<file path="config.mk">
export PLATFORM = sky130hd
export DESIGN_NAME = temporizador_bcd
export DESIGN_NICKNAME = d
export VERILOG_FILES = /design/src/rtl/temporizador_bcd.sv
export SDC_FILE = /design/constraint.sdc
export NUM_CORES = 1
export LEC_CHECK = 0
export CORE_UTILIZATION = 50
export DETAILED_ROUTE_END_ITERATION = 10
export MAX_ROUTING_LAYER = met4
export PLACE_DENSITY_LB_ADDON = 0.1
export SETUP_SLACK_MARGIN = 0.2
export SKIP_LAST_GASP = 1
export SYNTH_ARGS = -nofsm -noshare
export SYNTH_HDL_FRONTEND = slang
export SYNTH_SLANG_ARGS = --single-unit
</file>
<file path="constraint.sdc">
create_clock -name clk -period 2.7 [get_ports clk]
set_input_delay 0.54 -clock clk [delete_from_list [all_inputs] [get_ports clk]]
set_output_delay 0.54 -clock clk [all_outputs]
set_load 0.02 [all_outputs]
</file>
<file path="src/rtl/temporizador_bcd.sv">
// BCD M:SS countdown timer for the microwave controller: keypad entry, 1 Hz run, heater/beep.
// Optional +30 s key behaviour is compiled in when ADD30_EN is defined.
module temporizador_bcd #(
  parameter int DONE_TICKS = 3
) (
  input  logic       clk,
  input  logic       rst_n,
  input  logic       tick_1hz,
  input  logic       key_valid,
  input  logic [3:0] key_digit,
  input  logic       start,
  input  logic       stop,
  input  logic       door_open,
  input  logic       add30,
  output logic [3:0] Minutes,
  output logic [3:0] TenSec,
  output logic [3:0] Sec,
  output logic       heater,
  output logic       beep
);

  typedef enum logic [1:0] {
    S_IDLE  = 2'd0,
    S_RUN   = 2'd1,
    S_PAUSE = 2'd2,
    S_DONE  = 2'd3
  } state_t;

  state_t     r_state;
  logic [3:0] r_min;
  logic [3:0] r_ten;
  logic [3:0] r_sec;
  logic [3:0] r_dcnt;
  logic       r_heater;
  logic       r_beep;

  logic       w_zero;
  logic       w_last;
  logic       w_done_end;
  logic [3:0] w_nm;
  logic [3:0] w_nt;
  logic [3:0] w_ns;
  logic [3:0] w_dm;
  logic [3:0] w_dt;
  logic [3:0] w_ds;

  assign w_zero = (r_min == 4'd0) && (r_ten == 4'd0)
               && (r_sec == 4'd0);
  assign w_last = (r_min == 4'd0) && (r_ten == 4'd0)
               && (r_sec == 4'd1);
  assign w_done_end = (r_dcnt == 4'(DONE_TICKS - 1));

  // Entry may hold 60..99 s in the tens/units pair; fold it into minutes.
  always_comb begin
    w_nm = r_min;
    w_nt = r_ten;
    w_ns = r_sec;
    if (r_ten > 4'd5) begin
      if (r_min == 4'd9) begin
        w_nm = 4'd9;
        w_nt = 4'd5;
        w_ns = 4'd9;
      end else begin
        w_nm = r_min + 4'd1;
        w_nt = r_ten - 4'd6;
      end
    end
  end

  always_comb begin
    w_dm = r_min;
    w_dt = r_ten;
    w_ds = r_sec;
    if (r_sec != 4'd0) begin
      w_ds = r_sec - 4'd1;
    end else if (r_ten != 4'd0) begin
      w_dt = r_ten - 4'd1;
      w_ds = 4'd9;
    end else if (r_min != 4'd0) begin
      w_dm = r_min - 4'd1;
      w_dt = 4'd5;
      w_ds = 4'd9;
    end
  end

`ifdef ADD30_EN
  logic [3:0] w_am;
  logic [3:0] w_at;
  logic [3:0] w_as;

  // Operates on the normalized value, so tens digit is at most 5 here.
  always_comb begin
    w_am = w_nm;
    w_at = w_nt + 4'd3;
    w_as = w_ns;
    if (w_nt + 4'd3 > 4'd5) begin
      if (w_nm == 4'd9) begin
        w_am = 4'd9;
        w_at = 4'd5;
        w_as = 4'd9;
      end else begin
        w_am = w_nm + 4'd1;
        w_at = w_nt - 4'd3;
      end
    end
  end
`else
  logic w_unused_add30;
  assign w_unused_add30 = add30;
`endif

  always_ff @(posedge clk or negedge rst_n) begin
    if (!rst_n) begin
      r_state  <= S_IDLE;
      r_min    <= 4'd0;
      r_ten    <= 4'd0;
      r_sec    <= 4'd0;
      r_dcnt   <= 4'd0;
      r_heater <= 1'b0;
      r_beep   <= 1'b0;
    end else begin
      // Heater trails the state by one clock.
      r_heater <= (r_state == S_RUN);
      unique case (r_state)
        S_IDLE: begin
          if (stop) begin
            r_min <= 4'd0;
            r_ten <= 4'd0;
            r_sec <= 4'd0;
          end else if (start) begin
            if (!door_open && !w_zero) begin
              r_min   <= w_nm;
              r_ten   <= w_nt;
              r_sec   <= w_ns;
              r_state <= S_RUN;
            end
          end
`ifdef ADD30_EN
          else if (add30) begin
            if (!door_open) begin
              r_min   <= w_am;
              r_ten   <= w_at;
              r_sec   <= w_as;
              r_state <= S_RUN;
            end
          end
`endif
          else if (key_valid && (key_digit <= 4'd9)) begin
            r_min <= r_ten;
            r_ten <= r_sec;
            r_sec <= key_digit;
          end
        end
        S_RUN: begin
          if (door_open || stop) begin
            r_state <= S_PAUSE;
          end
`ifdef ADD30_EN
          else if (add30) begin
            r_min <= w_am;
            r_ten <= w_at;
            r_sec <= w_as;
          end
`endif
          else if (tick_1hz) begin
            r_min <= w_dm;
            r_ten <= w_dt;
            r_sec <= w_ds;
            if (w_last) begin
              r_state <= S_DONE;
              r_dcnt  <= 4'd0;
              r_beep  <= 1'b1;
            end
          end
        end
        S_PAUSE: begin
          if (stop) begin
            r_min   <= 4'd0;
            r_ten   <= 4'd0;
            r_sec   <= 4'd0;
            r_state <= S_IDLE;
          end else if (start) begin
            if (!door_open) begin
              r_state <= S_RUN;
            end
          end
`ifdef ADD30_EN
          else if (add30) begin
            r_min <= w_am;
            r_ten <= w_at;
            r_sec <= w_as;
          end
`endif
        end
        S_DONE: begin
          if (stop) begin
            r_state <= S_IDLE;
            r_beep  <= 1'b0;
          end else if (tick_1hz) begin
            if (w_done_end) begin
              r_state <= S_IDLE;
              r_beep  <= 1'b0;
            end else begin
              r_dcnt <= r_dcnt + 4'd1;
            end
          end
        end
      endcase
    end
  end

  assign Minutes = r_min;
  assign TenSec  = r_ten;
  assign Sec     = r_sec;
  assign heater  = r_heater;
  assign beep    = r_beep;

endmodule

</file>
After elaboration in Yosys (flattened, before gate mapping)
Index checks and enable logic that the tools add are counted.
- add/subtract/negate cells: 6
- $mul: 0
- div/mod/pow operators: 0
- magnitude comparators: 2
- eq/ne operators: 31
- shift-type cells: 0
- multiplexer cells: 64
- bitwise logic cells: 0
- reduce and logical (&&, ||, !) cells: 23
- operators by type and width (kind ; count):
    4-bit 2-to-1 mux ; 40
    4-bit one-hot mux with 3 select lines ; 3
    9-bit AND reduction ; 3
    2-bit inequality test (second input constant) ; 13
    2-bit 2-to-1 mux ; 12
    4-bit inequality test (second input constant) ; 5
    3-bit inequality test (second input constant) ; 5
    4-bit logical NOT ; 3
    4-bit nonzero test ; 3
    4-bit by 1-bit subtractor with 4-bit output (second input constant) ; 3
    10-bit AND reduction ; 1
    4-bit by 1-bit adder with 4-bit output (second input constant) ; 2
    2-bit one-hot mux with 4 select lines ; 1
    4-bit one-hot mux with 2 select lines ; 1
    7-bit AND reduction ; 1
    1-bit 2-to-1 mux ; 6
    3-bit by 2-bit inequality test with 1-bit output (second input constant) ; 2
    6-bit AND reduction ; 1
    1-bit logical AND ; 5
    2-bit == test (second input constant) ; 2
    4-bit by 1-bit == test with 1-bit output (second input constant) ; 1
    4-bit by 2-bit == test with 1-bit output (second input constant) ; 1
    4-bit == test (second input constant) ; 1
    4-bit by 3-bit > comparator with 1-bit output (second input constant) ; 1
    other kinds (9) ; 10
- flip-flop bits (word level): 20
- latch bits: 0
- bits in writable memories: 0
- bits in read-only memories: 0
- input bits: 12
- word-level logic and storage cells: 133
- memories: 0

Logic depth before layout (Yosys ltp)
Gate-level depths: netlist of run 1.
- word-level depth: 9
- depth in mapped cells: 8
- depth with buffers taken out: 7

Least setup slack after synthesis of run 1
No wires, ideal clock.
- kind: register to register
- start point: register r_min[0] (netlist: Minutes[0])
- end point: register r_beep (netlist: beep)
- setup time: 121 ps
- data arrival time: 2223 ps
- required time: 2579 ps
- setup slack: 356 ps
- cell stages (with the launch flop): 8
- period minus slack after synthesis: 2344 ps
- cell sequence: dfrtp_1 inv_1 ha_1 or3b_4 or3_4 nor2_2 mux2_1 a22o_1
- word-level cells in the longest chain between the ends: 5
- RTL lines (item ; line ; source):
    from (decl) ; 30 ; logic [3:0] r_min;
    from (signal assigned) ; 132 ; r_min <= w_nm;
    from (signal assigned) ; 149 ; r_min <= r_ten;
    from (signal assigned) ; 166 ; r_min <= w_dm;
    4-bit logical NOT ; 49 ; assign w_last = (r_min == 4'd0) && (r_ten == 4'd0)
    1-bit logical AND ; 49 ;
    1-bit logical AND ; 50 ; && (r_sec == 4'd1);
    2-bit inequality test (no source line) ; -- ;
    6-bit AND reduction (no source line) ; -- ;
    to (signal assigned) ; 120 ; r_beep <= 1'b0;
    to (signal assigned) ; 172 ; r_beep <= 1'b1;
    to (signal assigned) ; 198 ; r_beep <= 1'b0;
    to (decl) ; 35 ; logic r_beep;
Every way passes these cells.
A chain may end at the register's enable or synchronous reset.

Final worst setup path of run 1
Same ends and word-level chain as after synthesis.

==> reports/qor.csv, run 1 <==
metric,value,unit
syn_nets,248,
Yosys reg bits,20,
Num CTS Buffers,3,
Setup crit start kind,flop,
CP cell instances,inv_1 -> ha_1 -> or3b_4 -> or3_4 -> nor2_2 -> mux2_1 -> a22o_1,
Slew @ Worst Pin,0.576,ns
post-DR wirelength/cell,16.2,um
Peak Freq,413,MHz
worst r2r dst,beep,
final core utilization,65.4,%
depth of the most critical reg-to-reg path,7,
H-tree depth,1,
Via Count,1756,
hold path startpoint,r_dcnt[3],
Leakage,0.960,nW
Hold Crit Depth,2,
post-synthesis cell count,216,
"Hold Vio Cnt, Final",0,
Pwr per Cell Area,1190,nW/um^2
FF-to-FF setup slack,0.28,ns
number of routed nets with antenna violations,0,
DR pass1 iterations,4,
sequential area share after synthesis,27.0,%
"EDFF count, synth",0,
CTS max path bufs,2,
data arrival time of the worst path,2.57,ns
GPL Wtd Cong,0.977,
GRT overflow,0,
nets@finish,282,
# Max-Cap Violations,0,
"Reg clk slew, reported paths",0.07,ns
post-CTS setup buffers,0,
CTS Sinks,20,
Final Max Slew Viols,0,
Setup CP Type,flop to flop,
die height,62.9,um
Core ar.,3440,um^2
Filler Cells Inserted,302,
share of layout cells above drive strength 1,14.1,%
synth unique cells,55,
status,"finished, final reports clean",
dominant cell type by area after synthesis,dfrtp_1,
setup tns final,0,ns
Yosys top cell area share,27.0,%
"top cells by area, synth","dfrtp_1 27%, ha_1 13%, o21ai_0 4.6%, nand2_1 4.2%, a21oi_1 3.2%",
minimum clock period after layout,2.42,ns
global-route wire length before repair,7.96,mm
final setup vio count,0,
fraction of registers with async set or reset after synthesis,100,%
Tot GR Track Use,26.6,%
RSZ-0062 raised after global routing,false,
DP Area,2210,um^2
relative slew slack,61.6,%
Max stage delay on crit path,0.47,ns
1st-iter DRT viols,75,
Inst Count DP,291,
most frequent cells in the layout,"24 x clkdlybuf4s50_1, 21 x nand2_1, 20 x ha_1",
Routed WL,4.76,mm
fin cells,294,
drt via density,5.97,
ant diodes,0,
slowest cell on the critical path,dfrtp_2,
# rows,21,
clock root buffer,clkbuf_8,
post-DP HPWL,3.67,mm
yosys warns,0,
HP Class,flop to flop,
syn_area_per_cell,8.59,um^2
"crit path setup slack, layout",0.280,ns
hold path endpoint,r_dcnt[3],
die area,3960,um^2
CTS tree,built,
chip width,62.9,um
initial core utilization,53.9,%
Worst Hold Margin,0.548,ns
IO buf count,24,
Area Growth Syn to Fin,21.4,%
area of the multi-input gates,1250,um^2
mapped cell area,1860,um^2
final instance area,2250,um^2
"worst slack, placed",0.0890,ns
Top-Level Pins,26,
antenna violations before repair,0,
crit path max fanout,9,
area occupied by registers,502,um^2
element type at the critical path end,flop,
vias in the first global route,1655,
dominant synthesized flop cell,dfrtp_1,
worst reg2reg path startpoint,Minutes[0],
total power,2.68,mW
"commonest non-fill, non-tap cell in the layout",clkdlybuf4s50_1,
remaining routing DRC violations,0,
final worst path period share,89.6,%
Worst VDD drop,0.624,mV
Worst-Skew Late Latency,0.26,ns
Setup Skew,0.00148,ns
largest net degree at the start of global routing,21,
CP Data Required Time,2.85,ns
==> state kept, by name, indices dropped and copies added (netlist names) <==
| register | cells |
|---|---|
| Minutes | 4 |
| Sec | 4 |
| TenSec | 4 |
| beep | 1 |
| heater | 1 |
| r_dcnt | 4 |
| r_state | 2 |
==> cells in the mapped netlist, types with 4 or more instances <==
library cell / n
nand2_1: 21
dfrtp_1: 20
ha_1: 20
o21ai_0: 17
nor2_1: 16
inv_1: 14
a21oi_1: 12
a31oi_1: 5
nand3_1: 5
nor3_1: 5
o22ai_1: 5
clkbuf_1: 4
nor3b_1: 4
==> final cells by class <==
| cell class | count | share of cell area, % |
|---|---|---|
| clock buffers | 3 | 1.83 |
| inverters | 14 | 2.33 |
| multi-input cells | 173 | 55.7 |
| flip-flops and latches | 20 | 22.3 |
| well taps | 46 | 2.56 |
| repair buffers | 38 | 15.3 |
==> routing by layer <==
layer | GRT usage, % | vias up | part of all wire (%)
met5 | - | - | 0
met4 | 5.23 | 0 | 1.3
met3 | 4.93 | 8 | 5.9
met2 | 45.0 | 54 | 49
met1 | 33.0 | 842 | 43
li1 | - | 852 | -
==> critical path, delay by kind of cell (launching register included) <==
family                   cells  cell delay [ns]
AO/OA/AOI/OAI                1             0.24
multiplexers                 1             0.33
AND/OR/NAND/NOR              3             0.95
adder cells (fa/ha/maj)      1             0.17
flip-flops                   1             0.47
buffers and inverters        1             0.15
==> power breakdown <==
part	internal (mW)	leakage (nW)	total (mW)	switching [mW]
Sequential	0.433	0.256	0.630	0.198
Clock	0.0997	0.0216	0.200	0.101
Combinational	0.828	0.683	1.85	1.02
Total	1.36	0.960	2.68	1.32
==> cells by family after synthesis <==
family | synth area share (%)
adders and majority gates | 13.5
AOI/OAI and AO/OA | 23.7
DFF | 27.0
muxes | 2.83
xor gates and xnor gates | 1.42
buffers and inverters | 5.46
and+or+nand+nor | 26.2
==> what timing repair did <==
action / in CTS / in global routing
endpoints found under the setup margin: 0 / 1
gates resized for setup: 0 / 1
hold buffers: 0 / 0
==> worst max path at each step <==
stage | start | end | slack (ns) | cells past startpoint
6_report | Minutes[0] | beep | 0.28 | 7
2_1_floorplan | Minutes[0] | beep | 0.36 | 7
3_3_place_gp | start | TenSec[0] | 0.15 | 6
4_1_cts | Minutes[0] | beep | 0.26 | 7
3_5_place_dp | start | TenSec[0] | 0.09 | 6
5_1_grt | start | TenSec[0] | 0.21 | 6
No activity file was read; power rests on OpenSTA's default activity.
==> run 2: changes to the inputs <==
--- a/config.mk
+++ b/config.mk
@@ -5,7 +5,7 @@
 export SDC_FILE = /design/constraint.sdc
 export NUM_CORES = 1
 export LEC_CHECK = 0
-export CORE_UTILIZATION = 50
+export CORE_UTILIZATION = 55
 export DETAILED_ROUTE_END_ITERATION = 10
 export MAX_ROUTING_LAYER = met4
 export PLACE_DENSITY_LB_ADDON = 0.1
==> reports/qor.csv, run 2 (synthesis gave the netlist of run 1 again) <==
metric,value,unit
Clk pwr share,7.0,%
RSZ-0062 raised after global routing,false,
total power,2.65,mW
post-DP HPWL,3.62,mm
# Max-Cap Violations,0,
share of layout cells above drive strength 1,14.6,%
global-route wire length before repair,7.78,mm
final worst path period share,87.8,%
Top delay family on crit path,simple AND/OR/NAND/NOR gates,
Peak Freq,422,MHz
IO buf count,24,
final setup vio count,0,
initial core utilization,59.3,%
Core ar.,3130,um^2
antenna violations before repair,0,
Worst VDD drop,0.657,mV
final core utilization,71.2,%
# rows,20,
Tot GR Track Use,30.1,%
Top-Level Pins,26,
Sw Share,50.2,%
post-CTS setup buffers,0,
Pwr per Cell Area,1190,nW/um^2
Final Max Slew Viols,0,
worst path buffer plus inverter count,1,
crit path max fanout,6,
nets@finish,279,
chip width,60.1,um
register share of total power,23.7,%
largest net degree at the start of global routing,21,
Setup CP Type,flop to flop,
Worst-Skew Late Latency,0.32,ns
GRT overflow,0,
CP Data Required Time,2.91,ns
"commonest non-fill, non-tap cell in the layout",clkdlybuf4s50_1,
combinational share of power,69.3,%
H-tree depth,1,
element type at the critical path end,flop,
clock root buffer,clkbuf_4,
die area,3610,um^2
Max stage delay on crit path,0.48,ns
vias in the first global route,1659,
"Reg clk slew, reported paths",0.13,ns
Setup crit start kind,flop,
Via Count,1811,
minimum clock period after layout,2.37,ns
Routed WL,4.81,mm
Net Sw Power,1.33,mW
1st-iter DRT viols,152,
depth of the most critical reg-to-reg path,7,
drt via density,6.24,
post-DR wirelength/cell,16.6,um
die height,60.1,um
number of routed nets with antenna violations,0,
CP cell instances,inv_1 -> ha_1 -> or3b_4 -> or3_4 -> nor2_2 -> mux2_1 -> a22o_1,
cts hold-fix bufs,0,
setup tns final,0,ns
remaining routing DRC violations,0,
relative slew slack,59.8,%
ant diodes,0,
PostCTS Resize Cnt,0,
"Hold Vio Cnt, Final",0,
Area Growth Syn to Fin,20.0,%
CTS tree,built,
DR pass1 iterations,4,
Leakage,0.944,nW
GPL Wtd Cong,0.939,
internal power,1.32,mW
CTS Sinks,20,
Worst path depth,7,
CTS max path bufs,2,
Slew @ Worst Pin,0.603,ns
status,"finished, final reports clean",
Num CTS Buffers,3,
HP Class,input pin to asynchronous set/reset pin,
Setup Skew,0.0146,ns
Filler Cells Inserted,265,
slowest cell on the critical path,dfrtp_2,
data arrival time of the worst path,2.58,ns
most frequent cells in the layout,"24 x clkdlybuf4s50_1, 21 x nand2_1, 20 x ha_1",
run 2: changes by cell type in the layout (fill, tap and decap cells not counted), sizes merged:
cell    change
buf         -3
clkbuf      +1
run 2: layout make-up:
| class | instances | area (um^2) | area share [%] |
|---|---|---|---|
| multi-input cells | 173 | 1260 | 56.4 |
| flip-flops and latches | 20 | 503 | 22.6 |
| well taps | 44 | 55.1 | 2.47 |
| repair buffers | 35 | 323 | 14.5 |
| inverters | 14 | 52.6 | 2.36 |
| clock buffers | 4 | 36.3 | 1.63 |
run 2: through the flow:
step / std cells / hold slack, ns / setup WS [ns] / cell area [um^2]
final: 290 / 0.545 / 0.331 / 2230
after floorplan: 216 / 0.244 / 0.356 / 1860
after detailed placement: 286 / 0.523 / 0.140 / 2180
after global routing: 290 / 0.570 / 0.235 / 2230
after CTS: 290 / 0.548 / 0.236 / 2220
after global placement: 286 / 0.505 / 0.156 / 2180
run 2: power by group through the flow:
stage | sequential, mW | combinational (mW) | clock (mW)
2_1_floorplan | 0.670 | 1.19 | 0
3_3_place_gp | 0.603 | 1.74 | 0
3_5_place_dp | 0.624 | 1.79 | 0
4_1_cts | 0.618 | 1.81 | 0.191
5_1_grt | 0.645 | 2.02 | 0.203
6_report | 0.628 | 1.84 | 0.186
run 2: final timing paths:
check                      startpoint         end  slack [ns]
min                             rst_n  Minutes[3]        0.55
min in group clk                 beep        beep        0.55
max                         TenSec[0]        beep        0.33
min reg2reg                      beep        beep        0.55
max reg2reg                 TenSec[0]        beep        0.33
max in group asynchronous       rst_n   TenSec[1]        1.91
run 2: worst reg2reg max path, cell delays in order, from the launching register on:
cell and delay, ns:
dfrtp_2 0.48, inv_1 0.13, ha_1 0.16, or3b_4 0.41, or3_4 0.41, nor2_2 0.11
mux2_1 0.34, a22o_1 0.23
run 2: routing by layer:
metal,routed length (um),vias to the layer above,GRT usage [%]
met4,128,0,14.0
met1,2130,864,38.7
met2,2260,81,46.5
met5,0,-,-
met3,295,14,4.33
li1,-,852,-
==> run 3: changes to the inputs <==
--- a/config.mk
+++ b/config.mk
@@ -5,6 +5,8 @@
 export SDC_FILE = /design/constraint.sdc
 export NUM_CORES = 1
 export LEC_CHECK = 0
+export CAP_MARGIN = 10
+export CORE_ASPECT_RATIO = 1.1
 export CORE_UTILIZATION = 55
 export DETAILED_ROUTE_END_ITERATION = 10
 export MAX_ROUTING_LAYER = met4
==> reports/qor.csv, run 3 (synthesis gave the netlist of run 1 again) <==
metric,value,unit
final setup vio count,0,
most frequent cells in the layout,"24 x clkdlybuf4s50_1, 21 x nand2_1, 20 x ha_1",
minimum clock period after layout,2.40,ns
Top-Level Pins,26,
RSZ-0062 raised after global routing,true,
IO buf count,24,
HP Class,input pin to asynchronous set/reset pin,
GPL Wtd Cong,0.952,
"crit path setup slack, layout",0.300,ns
final core utilization,71.2,%
# rows,21,
H-tree depth,1,
share of layout cells above drive strength 1,15.4,%
die height,62.9,um
clock root buffer,clkbuf_4,
1st-iter DRT viols,141,
final worst path period share,88.9,%
relative slew slack,56.4,%
CTS tree,built,
status,"finished, violations left",
FF-to-FF setup slack,0.30,ns
"Hold Vio Cnt, Final",0,
Setup Skew,0.00314,ns
antenna violations before repair,0,
vias in the first global route,1784,
global-route wire length before repair,7.89,mm
"Reg clk slew, reported paths",0.12,ns
element type at the critical path end,flop,
CP Data Required Time,2.93,ns
number of routed nets with antenna violations,0,
Final Max Slew Viols,0,
Worst VDD drop,0.586,mV
failing checks,design-rule violations,
Core ar.,3130,um^2
Via Count,1809,
# Max-Cap Violations,0,
initial core utilization,59.3,%
DR pass1 iterations,9,
depth of the most critical reg-to-reg path,7,
Area Growth Syn to Fin,20.0,%
post-DR wirelength/cell,17.1,um
largest net degree at the start of global routing,21,
chip width,57.4,um
GRT overflow,0,
CP cell instances,inv_1 -> ha_1 -> or3b_1 -> or3_4 -> nor2_2 -> mux2_1 -> a22o_1,
nets@finish,280,
Worst-Skew Late Latency,0.32,ns
Filler Cells Inserted,253,
drt via density,6.44,
Setup CP Type,flop to flop,
Setup crit start kind,flop,
CTS Sinks,20,
Peak Freq,417,MHz
"worst slack, placed",0.157,ns
slowest cell on the critical path,dfrtp_1,
Max stage delay on crit path,0.47,ns
die area,3610,um^2
Routed WL,4.81,mm
Leakage,0.949,nW
data arrival time of the worst path,2.63,ns
post-DP HPWL,3.57,mm
cts hold-fix bufs,0,
Pwr per Cell Area,1190,nW/um^2
"commonest non-fill, non-tap cell in the layout",clkdlybuf4s50_1,
Tot GR Track Use,28.6,%
ant diodes,0,
Slew @ Worst Pin,0.654,ns
crit path max fanout,6,
Worst Hold Margin,0.555,ns
remaining routing DRC violations,1,
CTS max path bufs,2,
setup tns final,0,ns
Num CTS Buffers,3,
run 3: changes by cell type in the layout (fill, tap and decap cells not counted):
cell	delta
buf_4	+1
inv_1	-1
inv_2	+1
dfrtp_1	-1
dfrtp_2	+1
a211oi_4	+1
a211oi_2	-1
or3b_1	+1
or3b_4	-1
run 3: final timing paths:
check	from	endpoint
min	rst_n	Sec[0]
max reg2reg	TenSec[0]	beep
min reg2reg	beep	beep
max in group asynchronous	rst_n	Minutes[1]
max	TenSec[0]	beep
min in group clk	beep	beep
run 3: area by class of cell:
cell class | count | area, um^2 | area share [%]
Multi-Input combinational cell | 173 | 1260 | 56.6
Tap cell | 34 | 42.5 | 1.91
Sequential cell | 20 | 504 | 22.6
Clock buffer | 4 | 36.3 | 1.63
Timing Repair Buffer | 36 | 330 | 14.8
Inverter | 14 | 52.6 | 2.36
run 3: what timing repair did:
action | CTS | global route
setup buffers | 0 | 4
resized for setup | 0 | 6
endpoints found under the setup margin | 0 | 2
endpoints found under the hold margin | 0 | 0
run 3: worst max-delay path, delay by kind of cell (launching register included):
family	cells	cell delay [ns]
AOI/OAI and AO/OA	1	0.23
adders and majority gates	1	0.17
buffers and inverters	1	0.14
DFF	1	0.47
muxes	1	0.34
and+or+nand+nor	3	0.96
run 3: metrics by stage:
| step | power [mW] | cell area [um^2] | std cells |
|---|---|---|---|
| 2_1_floorplan | 1.85 | 1860 | 216 |
| 3_3_place_gp | 2.30 | 2150 | 273 |
| 3_5_place_dp | 2.38 | 2150 | 273 |
| 4_1_cts | 2.57 | 2190 | 277 |
| 5_1_grt | 2.85 | 2230 | 281 |
| 6_report | 2.65 | 2230 | 281 |
run 3: power by group:
| part | switching (mW) | total, mW | internal (mW) | leakage, nW |
|---|---|---|---|---|
| logic | 1.03 | 1.83 | 0.799 | 0.674 |
| registers | 0.196 | 0.630 | 0.434 | 0.253 |
| clock network | 0.104 | 0.186 | 0.0827 | 0.0210 |
run 3: routing by layer:
metal / vias to the layer above / part of all wire [%] / global-route usage, %
met5: - / 0 / -
met4: 0 / 3.0 / 14.6
met3: 16 / 5.8 / 4.14
met2: 72 / 49 / 48.0
met1: 864 / 42 / 32.5
li1: 857 / - / -
